## src/rtl/cache_port_arbiter_if.sv

```systemverilog
// Handshake bundle for cache_port_arbiter: fetch port, load/store port, cache-side port and status.
// The slave modport is the arbiter's view; the master modport is the surrounding core/cache.
interface cache_port_arbiter_if #(
    parameter int ADDR_W = 30,
    parameter int DATA_W = 32
);
    localparam int STRB_W = DATA_W / 8;

    logic              i_valid_i;
    logic [ADDR_W-1:0] i_addr_i;
    logic              i_ready_o;
    logic              i_rvalid_o;
    logic [DATA_W-1:0] i_rdata_o;

    logic              d_valid_i;
    logic [ADDR_W-1:0] d_addr_i;
    logic [DATA_W-1:0] d_wdata_i;
    logic [STRB_W-1:0] d_wstrb_i;
    logic              d_ready_o;
    logic              d_rvalid_o;
    logic [DATA_W-1:0] d_rdata_o;

    logic              m_valid_o;
    logic [ADDR_W-1:0] m_addr_o;
    logic [DATA_W-1:0] m_wdata_o;
    logic [STRB_W-1:0] m_wstrb_o;
    logic              m_ready_i;
    logic              m_rvalid_i;
    logic [DATA_W-1:0] m_rdata_i;

    logic              busy_o;
    logic              err_o;

    modport slave (
        input  i_valid_i, i_addr_i,
        output i_ready_o, i_rvalid_o, i_rdata_o,
        input  d_valid_i, d_addr_i, d_wdata_i, d_wstrb_i,
        output d_ready_o, d_rvalid_o, d_rdata_o,
        output m_valid_o, m_addr_o, m_wdata_o, m_wstrb_o,
        input  m_ready_i, m_rvalid_i, m_rdata_i,
        output busy_o, err_o
    );

    modport master (
        output i_valid_i, i_addr_i,
        input  i_ready_o, i_rvalid_o, i_rdata_o,
        output d_valid_i, d_addr_i, d_wdata_i, d_wstrb_i,
        input  d_ready_o, d_rvalid_o, d_rdata_o,
        input  m_valid_o, m_addr_o, m_wdata_o, m_wstrb_o,
        output m_ready_i, m_rvalid_i, m_rdata_i,
        input  busy_o, err_o
    );
endinterface

```

## src/rtl/cache_port_arbiter.sv

```systemverilog
// Shares the data cache IOB front-end between instruction fetch (I) and load/store (D), one read outstanding.
// Define CACHE_ARB_RR_EN for round-robin contention; otherwise D has fixed priority.
module cache_port_arbiter #(
    parameter int ADDR_W = 30,
    parameter int DATA_W = 32
) (
    input logic                   clk,
    input logic                   reset,
    cache_port_arbiter_if.slave   bus
);
    typedef enum logic [1:0] {
        IDLE    = 2'd0,
        LOCK    = 2'd1,
        WAIT_RD = 2'd2
    } state_t;

    state_t state, state_nxt;
    logic   owner, owner_nxt;
    logic   last, last_nxt;
    logic   err, err_nxt;

    logic   contend_win;
    logic   sel;
    logic   req_valid;
    logic   accept;
    logic   is_write;
    logic   rsp;

`ifdef CACHE_ARB_RR_EN
    assign contend_win = ~last;
`else
    logic last_unused;
    assign contend_win = 1'b1;
    assign last_unused = last;
`endif

    // Requester selection: combinational grant in IDLE, pinned to the owner otherwise.
    always_comb begin
        sel = owner;
        if (state == IDLE) begin
            if (bus.i_valid_i && bus.d_valid_i) begin
                sel = contend_win;
            end else begin
                sel = bus.d_valid_i;
            end
        end
    end

    assign req_valid = !reset && (state == IDLE || state == LOCK) &&
                       (sel ? bus.d_valid_i : bus.i_valid_i);
    assign accept    = req_valid && bus.m_ready_i;
    assign is_write  = sel && (bus.d_wstrb_i != '0);
    assign rsp       = !reset && (state == WAIT_RD) && bus.m_rvalid_i;

    assign bus.m_valid_o  = req_valid;
    assign bus.m_addr_o   = req_valid ? (sel ? bus.d_addr_i : bus.i_addr_i) : '0;
    assign bus.m_wdata_o  = (req_valid && sel) ? bus.d_wdata_i : '0;
    assign bus.m_wstrb_o  = (req_valid && sel) ? bus.d_wstrb_i : '0;

    assign bus.i_ready_o  = accept && !sel;
    assign bus.d_ready_o  = accept && sel;
    assign bus.i_rvalid_o = rsp && !owner;
    assign bus.d_rvalid_o = rsp && owner;
    assign bus.i_rdata_o  = bus.m_rdata_i;
    assign bus.d_rdata_o  = bus.m_rdata_i;

    assign bus.busy_o     = (state != IDLE);
    assign bus.err_o      = err;

    // Read data arriving with nothing outstanding is dropped and flagged permanently.
    always_comb begin
        state_nxt = state;
        owner_nxt = owner;
        last_nxt  = last;
        err_nxt   = err | (bus.m_rvalid_i && (state != WAIT_RD));
        case (state)
            IDLE, LOCK: begin
                if (accept) begin
                    owner_nxt = sel;
                    last_nxt  = sel;
                    state_nxt = is_write ? IDLE : WAIT_RD;
                end else if (req_valid) begin
                    owner_nxt = sel;
                    state_nxt = LOCK;
                end else begin
                    state_nxt = IDLE;
                end
            end
            WAIT_RD: begin
                if (bus.m_rvalid_i) begin
                    state_nxt = IDLE;
                end
            end
            default: state_nxt = IDLE;
        endcase
    end

    always_ff @(posedge clk) begin
        if (reset) begin
            state <= IDLE;
            owner <= 1'b0;
            last  <= 1'b0;
            err   <= 1'b0;
        end else begin
            state <= state_nxt;
            owner <= owner_nxt;
            last  <= last_nxt;
            err   <= err_nxt;
        end
    end
endmodule

```

## src/flat_wrapper.sv

```systemverilog
// flat-port wrapper written by rule: the top's interface ports become plain ports
module cache_port_arbiter_flat 
#(
    parameter int ADDR_W = 30,
    parameter int DATA_W = 32
)
  (clk, reset, bus_i_valid_i, bus_i_addr_i, bus_i_ready_o, bus_i_rvalid_o, bus_i_rdata_o, bus_d_valid_i, bus_d_addr_i, bus_d_wdata_i, bus_d_wstrb_i, bus_d_ready_o, bus_d_rvalid_o, bus_d_rdata_o, bus_m_valid_o, bus_m_addr_o, bus_m_wdata_o, bus_m_wstrb_o, bus_m_ready_i, bus_m_rvalid_i, bus_m_rdata_i, bus_busy_o, bus_err_o);
  cache_port_arbiter_if #(.ADDR_W(ADDR_W), .DATA_W(DATA_W)) bus_i ();
  input logic clk;
  input logic reset;
  input wire logic [$bits(bus_i.i_valid_i)-1:0] bus_i_valid_i;
  input wire logic [$bits(bus_i.i_addr_i)-1:0] bus_i_addr_i;
  output wire logic [$bits(bus_i.i_ready_o)-1:0] bus_i_ready_o;
  output wire logic [$bits(bus_i.i_rvalid_o)-1:0] bus_i_rvalid_o;
  output wire logic [$bits(bus_i.i_rdata_o)-1:0] bus_i_rdata_o;
  input wire logic [$bits(bus_i.d_valid_i)-1:0] bus_d_valid_i;
  input wire logic [$bits(bus_i.d_addr_i)-1:0] bus_d_addr_i;
  input wire logic [$bits(bus_i.d_wdata_i)-1:0] bus_d_wdata_i;
  input wire logic [$bits(bus_i.d_wstrb_i)-1:0] bus_d_wstrb_i;
  output wire logic [$bits(bus_i.d_ready_o)-1:0] bus_d_ready_o;
  output wire logic [$bits(bus_i.d_rvalid_o)-1:0] bus_d_rvalid_o;
  output wire logic [$bits(bus_i.d_rdata_o)-1:0] bus_d_rdata_o;
  output wire logic [$bits(bus_i.m_valid_o)-1:0] bus_m_valid_o;
  output wire logic [$bits(bus_i.m_addr_o)-1:0] bus_m_addr_o;
  output wire logic [$bits(bus_i.m_wdata_o)-1:0] bus_m_wdata_o;
  output wire logic [$bits(bus_i.m_wstrb_o)-1:0] bus_m_wstrb_o;
  input wire logic [$bits(bus_i.m_ready_i)-1:0] bus_m_ready_i;
  input wire logic [$bits(bus_i.m_rvalid_i)-1:0] bus_m_rvalid_i;
  input wire logic [$bits(bus_i.m_rdata_i)-1:0] bus_m_rdata_i;
  output wire logic [$bits(bus_i.busy_o)-1:0] bus_busy_o;
  output wire logic [$bits(bus_i.err_o)-1:0] bus_err_o;
  assign bus_i.i_valid_i = bus_i_valid_i;
  assign bus_i.i_addr_i = bus_i_addr_i;
  assign bus_i_ready_o = bus_i.i_ready_o;
  assign bus_i_rvalid_o = bus_i.i_rvalid_o;
  assign bus_i_rdata_o = bus_i.i_rdata_o;
  assign bus_i.d_valid_i = bus_d_valid_i;
  assign bus_i.d_addr_i = bus_d_addr_i;
  assign bus_i.d_wdata_i = bus_d_wdata_i;
  assign bus_i.d_wstrb_i = bus_d_wstrb_i;
  assign bus_d_ready_o = bus_i.d_ready_o;
  assign bus_d_rvalid_o = bus_i.d_rvalid_o;
  assign bus_d_rdata_o = bus_i.d_rdata_o;
  assign bus_m_valid_o = bus_i.m_valid_o;
  assign bus_m_addr_o = bus_i.m_addr_o;
  assign bus_m_wdata_o = bus_i.m_wdata_o;
  assign bus_m_wstrb_o = bus_i.m_wstrb_o;
  assign bus_i.m_ready_i = bus_m_ready_i;
  assign bus_i.m_rvalid_i = bus_m_rvalid_i;
  assign bus_i.m_rdata_i = bus_m_rdata_i;
  assign bus_busy_o = bus_i.busy_o;
  assign bus_err_o = bus_i.err_o;
  cache_port_arbiter #(.ADDR_W(ADDR_W), .DATA_W(DATA_W)) u_core (.clk(clk), .reset(reset), .bus(bus_i));
endmodule
```

## config.mk

```make
export PLATFORM = sky130hd
export DESIGN_NAME = cache_port_arbiter_flat
export DESIGN_NICKNAME = d
export VERILOG_FILES = /design/src/rtl/cache_port_arbiter_if.sv /design/src/rtl/cache_port_arbiter.sv /design/src/flat_wrapper.sv
export SDC_FILE = /design/constraint.sdc
export NUM_CORES = 1
export LEC_CHECK = 0
export ABC_AREA = 1
export BUFFER_PORTS_ARGS = -buffer_cell sky130_fd_sc_hd__buf_2
export CAP_MARGIN = 20
export CORE_AREA = 5 5 101 103
export DETAILED_ROUTE_END_ITERATION = 12
export DIE_AREA = 0 0 106 108
export HOLD_SLACK_MARGIN = 0.15
export SLEW_MARGIN = 10
export SYNTH_ARGS = -nofsm -noshare
export SYNTH_HDL_FRONTEND = slang
export SYNTH_SLANG_ARGS = --single-unit
```

## constraint.sdc

```tcl
create_clock -name clk -period 2 [get_ports clk]
set_input_delay 0.2 -clock clk [delete_from_list [all_inputs] [get_ports clk]]
set_output_delay 0.2 -clock clk [all_outputs]
set_load 0.02 [all_outputs]
```

==> results of run 1 <==
==> registers in the layout (all words and copies together), names as in the netlist <==
signal and cells:
u_core.bus.err_o 1, u_core.owner 1, u_core.state 2
==> stage by stage <==
step	setup slack, ps	cell area (µm²)	cells
finish	101.2	2120	501
global route	3.156	2120	501
CTS	54.61	2112	501
detailed placement	205.4	2066	498
global placement	337.4	2066	498
floorplan	456.4	1568	288
==> layout by cell type, fill, tap and decap left out <==
cell / count
sky130_fd_sc_hd__buf_12: 2
sky130_fd_sc_hd__nor2_2: 20
sky130_fd_sc_hd__nor3_1: 1
sky130_fd_sc_hd__buf_4: 1
sky130_fd_sc_hd__a21oi_1: 32
sky130_fd_sc_hd__nor2_1: 29
sky130_fd_sc_hd__buf_6: 2
sky130_fd_sc_hd__inv_2: 2
sky130_fd_sc_hd__buf_2: 174
sky130_fd_sc_hd__nand2_1: 38
sky130_fd_sc_hd__nand2_2: 4
sky130_fd_sc_hd__dfxtp_1: 4
sky130_fd_sc_hd__inv_1: 43
sky130_fd_sc_hd__nand4_1: 1
sky130_fd_sc_hd__nand2_4: 1
sky130_fd_sc_hd__nand3_1: 33
sky130_fd_sc_hd__clkbuf_8: 3
==> where the power goes <==
group          leakage (nW)  total, mW  internal (mW)  switching (mW)
clock                0.0216      0.164          0.128          0.0366
combinational          1.35      0.562          0.214           0.348
sequential           0.0330     0.0907         0.0859         0.00479
==> cell usage after synthesis <==
cell and instances:
sky130_fd_sc_hd__nand4_1 1, sky130_fd_sc_hd__nor2_2 20, sky130_fd_sc_hd__buf_6 3, sky130_fd_sc_hd__inv_1 43, sky130_fd_sc_hd__nand2_2 4, sky130_fd_sc_hd__clkbuf_1 2
sky130_fd_sc_hd__nand2_1 39, sky130_fd_sc_hd__dfxtp_1 4, sky130_fd_sc_hd__a21oi_1 32, sky130_fd_sc_hd__nor3_1 1, sky130_fd_sc_hd__nor2_1 29, sky130_fd_sc_hd__buf_2 11
sky130_fd_sc_hd__buf_4 64, sky130_fd_sc_hd__inv_2 2, sky130_fd_sc_hd__nand3_1 33
==> cells by family (layout without fill, tap and decap cells) <==
group / count (synthesis) / after routing
AO/OA/AOI/OAI: 32 / 32
buffers and inverters: 125 / 227
flip-flops: 4 / 4
AND/OR/NAND/NOR: 127 / 127
==> worst reg2reg max path, cell delays in order, from the launching register on <==
cell and delay (ps):
sky130_fd_sc_hd__dfxtp_1 320, sky130_fd_sc_hd__nor2_1 170, sky130_fd_sc_hd__nand2_1 160, sky130_fd_sc_hd__nand2_4 200, sky130_fd_sc_hd__nand2_2 90, sky130_fd_sc_hd__buf_12 180, sky130_fd_sc_hd__a21oi_1 160
==> layout make-up <==
cell class	count	area, µm²
clock buffer	3	41.29
multi-input combinational	159	749.5
timing repair buffer	179	940.9
tap	111	138.9
fill	1060	6989
sequential	4	80.08
inverter	45	168.9
==> path summary, 6_finish.rpt <==
kind                                        from  cells past startpoint               end
worst max-delay path             u_core.state[0]                      7   bus_m_addr_o[9]
worst max register to register   u_core.state[0]                      6      u_core.owner
worst min-delay path               bus_m_ready_i                      2   u_core.state[0]
worst min register to register  u_core.bus.err_o                      2  u_core.bus.err_o
==> what timing repair did <==
item | in CTS | in global routing
endpoints found under the setup margin | 8 | 15
gates resized for setup | 1 | 2
pin swaps | 0 | 1
==> layer usage <==
metal  part of all wire  wire length [µm]  vias up  global-route usage
li1                   -                 -     1013                   -
met1               0.41              2537      921              0.1192
met2               0.46              2886      132              0.1708
met3               0.10               628       25             0.02388
met4              0.031               193        0             0.04255
met5                  0                 0        -                   0
==> qor.yml, run 1 <==
clock_tree:
  clk_transition_reported_paths_ps: 30
  clock_tree_from_tritoncts: "yes"
  post_cts.repair.setup_buffers: 0
  ctsHoldBuffers: 0
  ctsRootBufferMaster: "sky130_fd_sc_hd__clkbuf_8"
  insertion_delay_ps: 210
  cts_made_buffers: 3
  max-clock-path-buffers: 2
  cts-htree-levels: 1
  clock-sinks: 4
route:
  detail-route-antenna-nets: 0
  detailed_route_drc_error_count: 0
  vias_after_detailed_routing: 2091
  via_per_inst: 4.174
  initialDrtViolationCount: 97
  drt-total-wl_um: 6245
  post_drt_wl_per_cell_um: 12.47
  firstDrtPassIters: 4
setup_path:
  critical_path_peak_fanout: 31
  timing.critical_path.buf_inv: 2
  setup.worst_path.start_class: "flop"
  critical_path_arrival_ps: 1700
  crit_path_cell_trace: "nor2_1 > nand2_1 > nand3_1 > nand2_2 > buf_12 > a21oi_1 > buf_2"
  worst_path_required_time_ps: 1800
  crit_family: "simple AND/OR/NAND/NOR gates"
  timing_worst_setup_path_type: "reg -> out"
  worst_setup_path_end_kind: "output pin"
  timing.critical_path.slowest_cell_delay_ps: 320
  cp_slowest_cell: "sky130_fd_sc_hd__dfxtp_1"
  worst-r2r-setup-slack_ps: 650
floorplan:
  io_pins: 271
  dieArea_um2: 11450
  fp-row-count: 35
  dieWidth_um: 106
  start_util: 0.1721
  die_height_um: 108
  placeable_area_um2: 9109
synth:
  synthDominantAreaCellType: "sky130_fd_sc_hd__buf_4"
  synth_compound_gate_area_share: 0.1022
  synth-adder-area-share: 0
  synthesis.instances: 288
  synth.lib_cells_used.distinct: 15
  post_synth_and_or_nand_nor_area_fraction: 0.3711
  post_synth.cell_area_avg_um2: 5.444
  synth_top_cell_area_share: 0.3065
  synth_top_cells_by_area: "sky130_fd_sc_hd__buf_4 31%, sky130_fd_sc_hd__nand3_1 11%, sky130_fd_sc_hd__inv_1 10%"
  proportion_of_synthesized_chip_area_in_sequential_cells: 0.05108
  synthesis.nets: 422
  ys_warn_count: 0
  yosys_register_bits: 4
  synth_xor_area_frac: 0
  synth.mux.area_fraction: 0
  synth_area_um2: 1568
  combinational_family_with_the_most_area_after_synthesis: "buffers and inverters"
timing:
  finalWorstPathRequiredPeriod_ps: 1899
  largest_clock_skew_in_the_final_design_ps: 1.085
  max-slew-margin-rel: 0.7880
  grt_setup_unrepaired: "false"
  drv_slew: 0
  count_of_final_setup_violators: 0
  number_of_failing_hold_endpoints_at_the_final_stage: 0
  hold-worst-slack_ps: 180.2
  period_share: 0.9494
  tightest_slew_ps: 318.0
  top_achievable_clock_speed_mhz: 526.7
  totalNegativeSetupSlack_ps: 0
power:
  vdd_drop_max_v: 0.0001466
  static-leakage-power_nw: 1.408
  report.power.total_mw: 0.8169
  p_per_area_nw_per_um2: 385.4
place:
  buffer_ports.inserted: 174
  gpl.final_weighted_congestion: 0.7600
  post-dp-hpwl_um: 5347
global_route:
  gr-total-overflow: 0
  grt_start_max_net_pins: 39
  grt_pass1_vias: 2056
  initial_antenna_violation_count: 0
  gr-usage-all-layers: 0.09962
  grt_pass1_wl_um: 9570
cells_and_area:
  design.final.nets: 526
  final_core_util: 0.2327
  final_layout_size_suffix_gt1_frac: 0.5359
  n_diodes: 0
  syn_to_final_growth_pct: 35.20
min_path:
  min_path_type: "in -> reg"
run:
  max_cap_viol_count: 0
outcome:
  outcome: "finished, final reports clean"
No activity file was read; power rests on OpenSTA's default activity.
==> run 2, diff against run 1 <==
--- a/config.mk
+++ b/config.mk
@@ -5,7 +5,6 @@
 export SDC_FILE = /design/constraint.sdc
 export NUM_CORES = 1
 export LEC_CHECK = 0
-export ABC_AREA = 1
 export BUFFER_PORTS_ARGS = -buffer_cell sky130_fd_sc_hd__buf_2
 export CAP_MARGIN = 20
 export CORE_AREA = 5 5 101 103
==> qor.yml, run 2 <==
timing:
  largest_clock_skew_in_the_final_design_ps: 2.075  # was 1.085 ps
  hold-worst-slack_ps: 203.1  # was 180.2 ps
  period_share: 0.9370  # was 0.9494
  finalWorstPathRequiredPeriod_ps: 1874  # was 1899 ps
  tightest_slew_ps: 385.3  # was 318.0 ps
  number_of_failing_hold_endpoints_at_the_final_stage: 0  # unchanged
  count_of_final_setup_violators: 0  # unchanged
  drv_slew: 0  # unchanged
  totalNegativeSetupSlack_ps: 0  # unchanged
  top_achievable_clock_speed_mhz: 533.6  # was 526.7 MHz
  max-slew-margin-rel: 0.7404  # was 0.7880
  grt_setup_unrepaired: "false"  # unchanged
clock_tree:
  ctsRootBufferMaster: "sky130_fd_sc_hd__clkbuf_8"  # unchanged
  post_cts.repair.setup_buffers: 0  # unchanged
  cts-htree-levels: 1  # unchanged
  max-clock-path-buffers: 2  # unchanged
  clock_tree_from_tritoncts: "yes"  # unchanged
  clock-sinks: 4  # unchanged
  clk_transition_reported_paths_ps: 30  # about the same
  cts_made_buffers: 3  # unchanged
  insertion_delay_ps: 210  # about the same
synth:
  synth_top_cell_area_share: 0.3082  # was 0.3065
  synthDominantAreaCellType: "sky130_fd_sc_hd__buf_4"  # unchanged
  synthesis.instances: 244  # was 288
  proportion_of_synthesized_chip_area_in_sequential_cells: 0.05136  # was 0.05108
  most_common_cell_in_the_synthesized_netlist: "sky130_fd_sc_hd__buf_4"  # unchanged
  synthesis.nets: 378  # was 422
  synth_enable_flop_cells: 0  # unchanged
  synth_top_cells_by_area: "sky130_fd_sc_hd__buf_4 31%, sky130_fd_sc_hd__and2_1 15%, sky130_fd_sc_hd__a21oi_1 10%"  # was sky130_fd_sc_hd__buf_4 31%, sky130_fd_sc_hd__nand3_1 11%, sky130_fd_sc_hd__inv_1 10%
  synth.lib_cells_used.distinct: 29  # was 15
  ys_warn_count: 0  # unchanged
  synthFlopType: "sky130_fd_sc_hd__dfxtp_1"  # unchanged
  post_synth.cell_area_avg_um2: 6.389  # was 5.444 µm²
  synth_area_um2: 1559  # was 1568 µm²
  synth_async_sr_flop_share: 0  # unchanged
  synth_common_cells: "64 x sky130_fd_sc_hd__buf_4, 37 x sky130_fd_sc_hd__and2_1, 32 x sky130_fd_sc_hd__a21oi_1, 32 x sky130_fd_sc_hd__o21ai_0, 31 x sky130_fd_sc_hd__nand3_1"  # was 64 x sky130_fd_sc_hd__buf_4, 43 x sky130_fd_sc_hd__inv_1, 39 x sky130_fd_sc_hd__nand2_1
  yosys_register_bits: 4  # unchanged
power:
  static-leakage-power_nw: 1.208  # was 1.408 nW
  vdd_drop_max_v: 0.0004097  # was 0.0001466 V
  p_per_area_nw_per_um2: 361.5  # was 385.4 nW/µm²
  report.power.total_mw: 0.7657  # was 0.8169 mW
floorplan:
  fp-row-count: 35  # unchanged
  start_util: 0.1712  # was 0.1721
  placeable_area_um2: 9109  # unchanged
  io_pins: 271  # unchanged
  dieWidth_um: 106  # unchanged
  die_height_um: 108  # unchanged
  dieArea_um2: 11450  # unchanged
place:
  gpl.final_weighted_congestion: 0.7262  # was 0.7600
  buffer_ports.inserted: 174  # unchanged
  post-dp-hpwl_um: 5351  # was 5347 µm
global_route:
  initial_antenna_violation_count: 0  # unchanged
  gr-usage-all-layers: 0.1007  # was 0.09962
  gr-total-overflow: 0  # unchanged
  grt_pass1_wl_um: 9377  # was 9570 µm
  grt_start_max_net_pins: 38  # was 39
  grt_pass1_vias: 1896  # was 2056
cells_and_area:
  n_diodes: 0  # unchanged
  design.final.nets: 484  # was 526
  largest_reg_flops: 2  # unchanged
  syn_to_final_growth_pct: 35.87  # was 35.20%
  mostFrequentLayoutCells: "174 x sky130_fd_sc_hd__buf_2, 37 x sky130_fd_sc_hd__and2_1, 32 x sky130_fd_sc_hd__o21ai_0, 32 x sky130_fd_sc_hd__a21oi_1, 31 x sky130_fd_sc_hd__nand3_1"  # was 174 x sky130_fd_sc_hd__buf_2, 43 x sky130_fd_sc_hd__inv_1, 38 x sky130_fd_sc_hd__nand2_1
  max_flop_register: "u_core.state"  # unchanged
  final_layout_size_suffix_gt1_frac: 0.5661  # was 0.5359
  final_common_cell: "sky130_fd_sc_hd__buf_2"  # unchanged
setup_path:
  worst_path_required_time_ps: 1800  # about the same
  critical_path_peak_fanout: 37  # was 31
  number_of_cell_instances_on_the_worst_register_to_register_path: 4  # was 6
  setup.worst_path.start_class: "flop"  # unchanged
  critical_path_arrival_ps: 1670  # was 1700 ps
  timing_worst_setup_path_type: "reg -> out"  # unchanged
  worst_setup_path_end_kind: "output pin"  # unchanged
route:
  detailed_route_drc_error_count: 0  # unchanged
  firstDrtPassIters: 4  # unchanged
  via_per_inst: 4.242  # was 4.174
  drt-total-wl_um: 6500  # was 6245 µm
  initialDrtViolationCount: 67  # was 97
  detail-route-antenna-nets: 0  # unchanged
  post_drt_wl_per_cell_um: 14.16  # was 12.47 µm
  vias_after_detailed_routing: 1947  # was 2091
run:
  max_cap_viol_count: 0  # unchanged
outcome:
  outcome: "finished, final reports clean"  # unchanged
min_path:
  min_path_type: "in -> reg"  # unchanged
  hold_depth: 2  # unchanged
-- run 2: per-layer routing --
metal,share of wire,vias up,track usage,routed length [µm]
li1,-,970,-,-
met1,0.38,838,0.1141,2499
met2,0.49,112,0.1821,3192
met3,0.092,27,0.02866,600
met4,0.032,0,0.03330,208
met5,0,-,0,0
-- run 2: area by class of cell --
class,count,area (µm²)
well taps,111,138.9
multi-input cells,153,887.1
fillers,1066,6990
clock buffers,3,41.29
repair buffers,185,957.2
inverters,3,11.26
flip-flops and latches,4,82.58
-- run 2: repair_timing --
action                     in CTS  in global routing
resized for setup               0                  3
setup endpoints to repair       0                 23
hold buffers                    0                  0
-- run 2: final timing paths --
| check | startpoint | endpoint | slack [ps] |
|---|---|---|---|
| worst max-delay path | u_core.state[1] | bus_m_wdata_o[19] | 130 |
| worst min register to register | u_core.bus.err_o | u_core.bus.err_o | 470 |
| worst min-delay path | bus_m_ready_i | u_core.state[0] | 200 |
| worst max register to register | u_core.owner | u_core.state[1] | 650 |
-- run 2: stage by stage --
| step | setup WS (ps) | utilization | instance area, µm² | std cells |
|---|---|---|---|---|
| final | 126.1 | 0.2326 | 2118 | 459 |
| after global routing | 29.06 | 0.2326 | 2118 | 459 |
| after CTS | 20.24 | 0.2319 | 2112 | 459 |
| after detailed placement | 252.5 | 0.2273 | 2071 | 456 |
| after global placement | 315.1 | 0.2273 | 2071 | 456 |
| after floorplan | 403.8 | - | 1559 | 244 |
-- run 2: critical path: stages (launching register included) --
cell                      delay, ps
sky130_fd_sc_hd__dfxtp_1        390
sky130_fd_sc_hd__nor2_2         250
sky130_fd_sc_hd__o211a_1        180
sky130_fd_sc_hd__buf_4          260
sky130_fd_sc_hd__and2_1         200
sky130_fd_sc_hd__buf_2          170
-- run 2: power by group --
group          internal (mW)  switching (mW)  leakage (nW)  total (mW)
registers             0.0859         0.00893        0.0337      0.0948
clock network          0.128          0.0417        0.0216       0.170
logic                  0.210           0.291          1.15       0.501
total                  0.425           0.341          1.21       0.766
-- run 2: kinds of logic after synthesis --
group                  after synthesis  synth area share
buffers and inverters               87            0.3860
and+or+nand+nor                     82            0.3050
AOI/OAI and AO/OA                   69            0.2416
DFF                                  4           0.05137
muxes                                2           0.01605
